## config.mk

```make
export PLATFORM = sky130hd
export DESIGN_NAME = spi_sensor_responder
export DESIGN_NICKNAME = d
export VERILOG_FILES = /design/src/rtl/spi_sensor_responder.sv
export SDC_FILE = /design/constraint.sdc
export NUM_CORES = 1
export LEC_CHECK = 0
export ABC_AREA = 0
export CAP_MARGIN = 20
export CORE_MARGIN = 1.5
export CORE_UTILIZATION = 55
export CTS_BUF_LIST = sky130_fd_sc_hd__clkbuf_16
export DETAILED_ROUTE_END_ITERATION = 8
export PLACE_DENSITY = 0.88
export SETUP_SLACK_MARGIN = 0.4
export SYNTH_ARGS = -nofsm -noshare
export SYNTH_HDL_FRONTEND = slang
export SYNTH_SLANG_ARGS = --single-unit
export TNS_END_PERCENT = 5
```

## constraint.sdc

```tcl
create_clock -name clk -period 2 [get_ports clk]
set_input_delay 0.3 -clock clk [delete_from_list [all_inputs] [get_ports clk]]
set_output_delay 0.3 -clock clk [all_outputs]
set_load 0.05 [all_outputs]
```

## src/rtl/spi_sensor_responder.sv

```systemverilog
// spi_sensor_responder: SPI mode-0 responder emulating the sensor; decodes 16-bit commands
// and returns each command's result during the following frame.
module spi_sensor_responder #(
    parameter int          SYNC_STAGES = 2,
    parameter int          NUM_REGS    = 16,
    parameter logic [7:0]  CHIP_ID     = 8'h01
) (
    input  logic        clk,
    input  logic        reset,
    input  logic        sclk,
    input  logic        cs_b,
    input  logic        mosi,
    output logic        miso,
    output logic [15:0] rx_cmd,
    output logic        rx_valid,
    output logic        frame_aborted,
    output logic [9:0]  frame_count
);
    typedef enum logic [1:0] {IDLE, SHIFT, DONE} state_t;
    localparam int AW = NUM_REGS > 1 ? $clog2(NUM_REGS) : 1;
    localparam logic [6:0] NREG = 7'(NUM_REGS);
    state_t state, state_nx;
    logic [SYNC_STAGES-1:0] sclk_sy, cs_sy, mosi_sy;
    logic sclk_d, cs_d, sclk_s, cs_s, mosi_s;
    logic sclk_rise, sclk_fall, cs_rise, cs_fall, last_bit, fresh, exec, abort, addr_ok;
    logic [4:0] bit_cnt;
    logic [15:0] rx_sh, tx_sh, pending, resp;
    logic [1:0] op;
    logic [5:0] addr;
    logic [7:0] data, rd_data;
    logic [7:0] regs [NUM_REGS];
    assign sclk_s    = sclk_sy[SYNC_STAGES-1];
    assign cs_s      = cs_sy[SYNC_STAGES-1];
    assign mosi_s    = mosi_sy[SYNC_STAGES-1];
    assign sclk_rise = sclk_s & ~sclk_d;
    assign sclk_fall = ~sclk_s & sclk_d;
    assign cs_rise   = cs_s & ~cs_d;
    assign cs_fall   = ~cs_s & cs_d;
    assign last_bit  = sclk_rise && bit_cnt == 5'd15;
    // cs_b synchronizer resets high so an idle bus never looks like a frame start
    always_ff @(posedge clk or negedge reset) begin
        if (!reset) begin
            sclk_sy <= '0;
            cs_sy   <= '1;
            mosi_sy <= '0;
            sclk_d  <= 1'b0;
            cs_d    <= 1'b1;
        end else begin
            sclk_sy <= {sclk_sy[SYNC_STAGES-2:0], sclk};
            cs_sy   <= {cs_sy[SYNC_STAGES-2:0], cs_b};
            mosi_sy <= {mosi_sy[SYNC_STAGES-2:0], mosi};
            sclk_d  <= sclk_s;
            cs_d    <= cs_s;
        end
    end
    always_ff @(posedge clk or negedge reset) begin
        if (!reset) state <= IDLE;
        else        state <= state_nx;
    end
    // the 16th bit wins over a simultaneous cs_b rise; DONE leaves on cs_b level
    always_comb begin
        state_nx = state == IDLE  ? (cs_fall ? SHIFT : IDLE) :
                   state == SHIFT ? (last_bit ? DONE : cs_rise ? IDLE : SHIFT) :
                                    (cs_s ? IDLE : DONE);
    end
    always_comb begin
        miso  = state == SHIFT && tx_sh[15];
        exec  = state == DONE && fresh;
        abort = state == SHIFT && cs_rise && !last_bit && bit_cnt != 5'd0;
    end
    always_comb begin
        op      = rx_sh[15:14];
        addr    = rx_sh[13:8];
        data    = rx_sh[7:0];
        addr_ok = {1'b0, addr} < NREG;
        rd_data = addr_ok ? regs[addr[AW-1:0]] : addr == 6'd63 ? CHIP_ID : 8'h00;
        resp    = op == 2'b00 ? {addr, frame_count} :
                  op == 2'b01 ? 16'h0000 :
                  op == 2'b10 ? {8'h00, rd_data} : {8'hFF, data};
    end
    always_ff @(posedge clk or negedge reset) begin
        if (!reset) begin
            bit_cnt       <= '0;
            rx_sh         <= '0;
            tx_sh         <= '0;
            pending       <= '0;
            fresh         <= 1'b0;
            rx_cmd        <= '0;
            rx_valid      <= 1'b0;
            frame_aborted <= 1'b0;
            frame_count   <= '0;
            for (int i = 0; i < NUM_REGS; i++) regs[i] <= 8'h00;
        end else begin
            fresh         <= state != DONE && state_nx == DONE;
            rx_valid      <= exec;
            frame_aborted <= abort;
            if (state == IDLE && cs_fall) begin
                tx_sh   <= pending;
                bit_cnt <= '0;
            end
            if (state == SHIFT && sclk_rise) begin
                rx_sh   <= {rx_sh[14:0], mosi_s};
                bit_cnt <= bit_cnt + 5'd1;
            end
            if (state == SHIFT && sclk_fall) tx_sh <= {tx_sh[14:0], 1'b0};
            if (exec) begin
                rx_cmd      <= rx_sh;
                pending     <= resp;
                frame_count <= frame_count + 10'd1;
                if (op == 2'b11 && addr_ok) regs[addr[AW-1:0]] <= data;
            end
        end
    end
endmodule

```

==> metrics.yaml <==
min_path:
  worst_hold_path.num_cells: 1
  worstHoldEndpoint: "cs_sy[0]$_DFF_PN1_"
  hold_start: "cs_b"
  worstHoldPathType: "in -> reg"
sta:
  period_minus_slack_ps: 1970
  fin_skew_ps: 18.0
  fmax_mhz: 507
  rsz0062_at_grt: "true"
  relSlewSlack: 0.536
  fin_crit_sh: 0.986
  hold_viol: 0
  finalSetupViolations: 0
  worst_pin_slew_ps: 696
  setup_slack_ps: 27.3
  final_max_slew_viol_count: 0
worst_setup_path:
  rrSetupSlack_ps: 30
  end_kind: "flop"
  cp.arrival_ps: 2350
  worstPathMaxFanout: 12
  reg2reg_from: "rx_sh[8]$_DFFE_PN0P_"
  critPathLaunch: "rx_sh[8]$_DFFE_PN0P_"
  cp_data_required_time_ps: 2380
  worstReg2RegEnd: "pending[6]$_DFFE_PN0P_"
  crit_type: "reg -> reg"
  cp-start-kind: "flop"
  r2r_cells: 5
clocking:
  cts_root_buf: "clkbuf_16"
  cts-htree-levels: 1
  cts_buffers: 23
  cts_tree: "yes"
  path_clk_slew_ps: 60
  clk_path_buf_depth: 3
  clkLatencyLatePin_ps: 510
  clkSinkCount: 220
detailed_routing:
  routed_via_density: 6.07
  wl_met2_mm: 11.7
  wl_mm: 23.5
  ant_nets: 0
  drcViolationCount: 0
  top_layer: "met4"
  initialDrtViolationCount: 599
  wire_per_inst_um: 21.3
  num_vias: 6675
  firstDrtPassIters: 7
  wl_met3_mm: 1.42
  wl_met1_mm: 9.45
die:
  dieArea_um2: 18800
  die_w_um: 137
  start_util: 0.567
  rows: 48
  coreArea_um2: 17400
  pin_count: 34
  dieHeight_um: 137
power:
  seqPwrFrac: 0.489
  power.density_nw_per_um2: 853
  combinationalPowerShare: 0.084
  intPower_mw: 7.35
  leakage_nw: 5.86
  p_sw_mw: 2.58
  vdd_drop_max_mv: 0.629
  pwr-share-clk: 0.427
  sw_frac_of_total: 0.260
  power_mw: 9.93
synth:
  ys_top_cells_by_area: "dfrtp_1 55%, mux2_2 18%, nand2_1 5.1%, mux4_2 3.6%, mux2i_1 2.3%"
  netlist_instances: 799
  synth_top_area_share: 0.550
  avgSynthCellArea_um2: 12.4
  ys_types: 47
  synthAdderAreaFrac: 0.0101
  synth-compound-area-share: 0.0508
  synth_warnings: 0
  yosys.area_share.simple: 0.105
  synth.net_count: 812
  synth.largest_area_cell: "dfrtp_1"
  synth_mux_area_frac: 0.242
  synth_top_family_by_area: "multiplexers"
  synthXorXnorAreaFrac: 0.00887
  ys_seq_area_frac: 0.558
  netlist_area_um2: 9880
  ys_ff_latch: 220
final_layout:
  final_cell_count_no_fill: 1099
  multi_input_area_um2: 4240
  drive_above_1_share: 0.354
  layout_commonest_cell: "dfrtp_1"
  diodes: 0
  mostFrequentLayoutCells: "216 x dfrtp_1, 156 x mux2_2, 134 x nand2_1"
  final_core_util: 0.669
  stdcell_area_um2: 11600
  regArea_um2: 5510
  n_fill_cell: 1142
  area_delta_synth_final_pct: 17.9
  fin_nets: 871
placed_design:
  dpl_cell_area_um2: 10800
  dp.cells: 1053
  pre_cts_ws_ps: -12.7
  place_congestion: 0.847
  dp_hpwl_mm: 15.2
  port_buffers: 33
global_routing:
  grt.total_usage: 0.262
  grt_pass1_vias: 7137
  grt_first_pass_wirelength_mm: 38.0
  grt_max_degree: 76
  grt.overflow.total: 0
  antenna_found_initial: 0
flow_run:
  max_cap_viol_count: 0
run_status:
  status: "complete, no violations"
==> per-layer routing <==
metal,track usage,vias up
met1,0.337,3452
met4,0.107,0
met2,0.438,231
met3,0.0519,67
met5,0,-
li1,-,2925
==> worst max-delay path by stage <==
stage	endpoint	slack, ps	cells after the start
detailed placement	regs[55]$_DFFE_PN0P_	-10	5
floorplan	regs[31]$_DFFE_PN0P_	160	5
CTS	regs[55]$_DFFE_PN0P_	30	6
finish	pending[6]$_DFFE_PN0P_	30	5
global route	pending[6]$_DFFE_PN0P_	-20	5
global placement	regs[31]$_DFFE_PN0P_	60	5
==> synthesized netlist by cell type, drive strengths merged <==
| cell | number |
|---|---|
| dfrtp | 217 |
| mux2 | 160 |
| nand2 | 146 |
| clkbuf | 37 |
| o21ai | 30 |
| mux2i | 23 |
| buf | 18 |
| nor2 | 18 |
| mux4 | 16 |
| o22ai | 16 |
| nor2b | 13 |
| nor3 | 9 |
| ha | 8 |
| inv | 8 |
| nand3 | 8 |
| o31ai | 8 |
| xnor2 | 8 |
| o211ai | 7 |
| o32a | 7 |
| and3 | 5 |
| nand2b | 4 |
| a21oi | 3 |
| and2 | 3 |
| dfstp | 3 |
| nand4 | 3 |
| and4 | 2 |
| nand3b | 2 |
| nor4b | 2 |
| xor2 | 2 |
| a211oi | 1 |
| a21bo | 1 |
| a22o | 1 |
| a311oi | 1 |
| nand4b | 1 |
| nand4bb | 1 |
| nor3b | 1 |
| nor4 | 1 |
| nor4bb | 1 |
| o21a | 1 |
| o221a | 1 |
| or2 | 1 |
| or3b | 1 |
==> registers in the layout (all words and copies together) (netlist names), 2 cells and up <==
register and cells:
pending 16, tx_sh 16, cs_sy 2, frame_count 10
rx_sh 16, mosi_sy 2, state 2, bit_cnt 5
sclk_sy 2, regs 128, rx_cmd 16
==> critical path: stages (launching register included) <==
cell     delay, ps
dfrtp_2        480
buf_12         180
mux4_2         560
mux2i_1        230
nor2_1          90
o32a_1         290
==> kinds of logic after synthesis <==
family,after synthesis
AND/OR/NAND/NOR,222
AO/OA/AOI/OAI,77
multiplexers,199
adder cells (fa/ha/maj),8
buffers and inverters,63
XOR/XNOR,10
flip-flops,220
==> stage by stage <==
step / TNS, ps / hold slack [ps]
2_1_floorplan: 0 / 4.41
4_1_cts: 0 / 187
3_3_place_gp: 0 / 319
6_report: 0 / 191
3_5_place_dp: -26.7 / 323
5_1_grt: -15.7 / 192
==> power groups by stage <==
| stage | Combinational, mW | Sequential, mW | Clock [mW] |
|---|---|---|---|
| 2_1_floorplan | 0.562 | 4.68 | 0 |
| 3_3_place_gp | 0.789 | 4.91 | 0 |
| 3_5_place_dp | 0.815 | 4.92 | 0 |
| 4_1_cts | 0.826 | 4.84 | 4.28 |
| 5_1_grt | 0.910 | 4.86 | 4.49 |
| 6_report | 0.833 | 4.85 | 4.24 |
==> layout make-up <==
type	count	share of cell area
sequential	220	0.473
tap	225	0.0242
inverter	8	0.00258
clock inverter	18	0.0146
multi-input combinational	516	0.364
timing repair buffer	89	0.0716
clock buffer	23	0.0494
==> timing repair <==
action | CTS | global route
endpoints found under the setup margin | 182 | 197
setup buffers | 3 | 1
hold buffers | 1 | 0
pin swaps | 2 | 2
resized for setup | 53 | 23
gates cloned | 0 | 0
hold endpoints to repair | 67 | 0
Note: power is estimated with default switching activity, not from simulation.
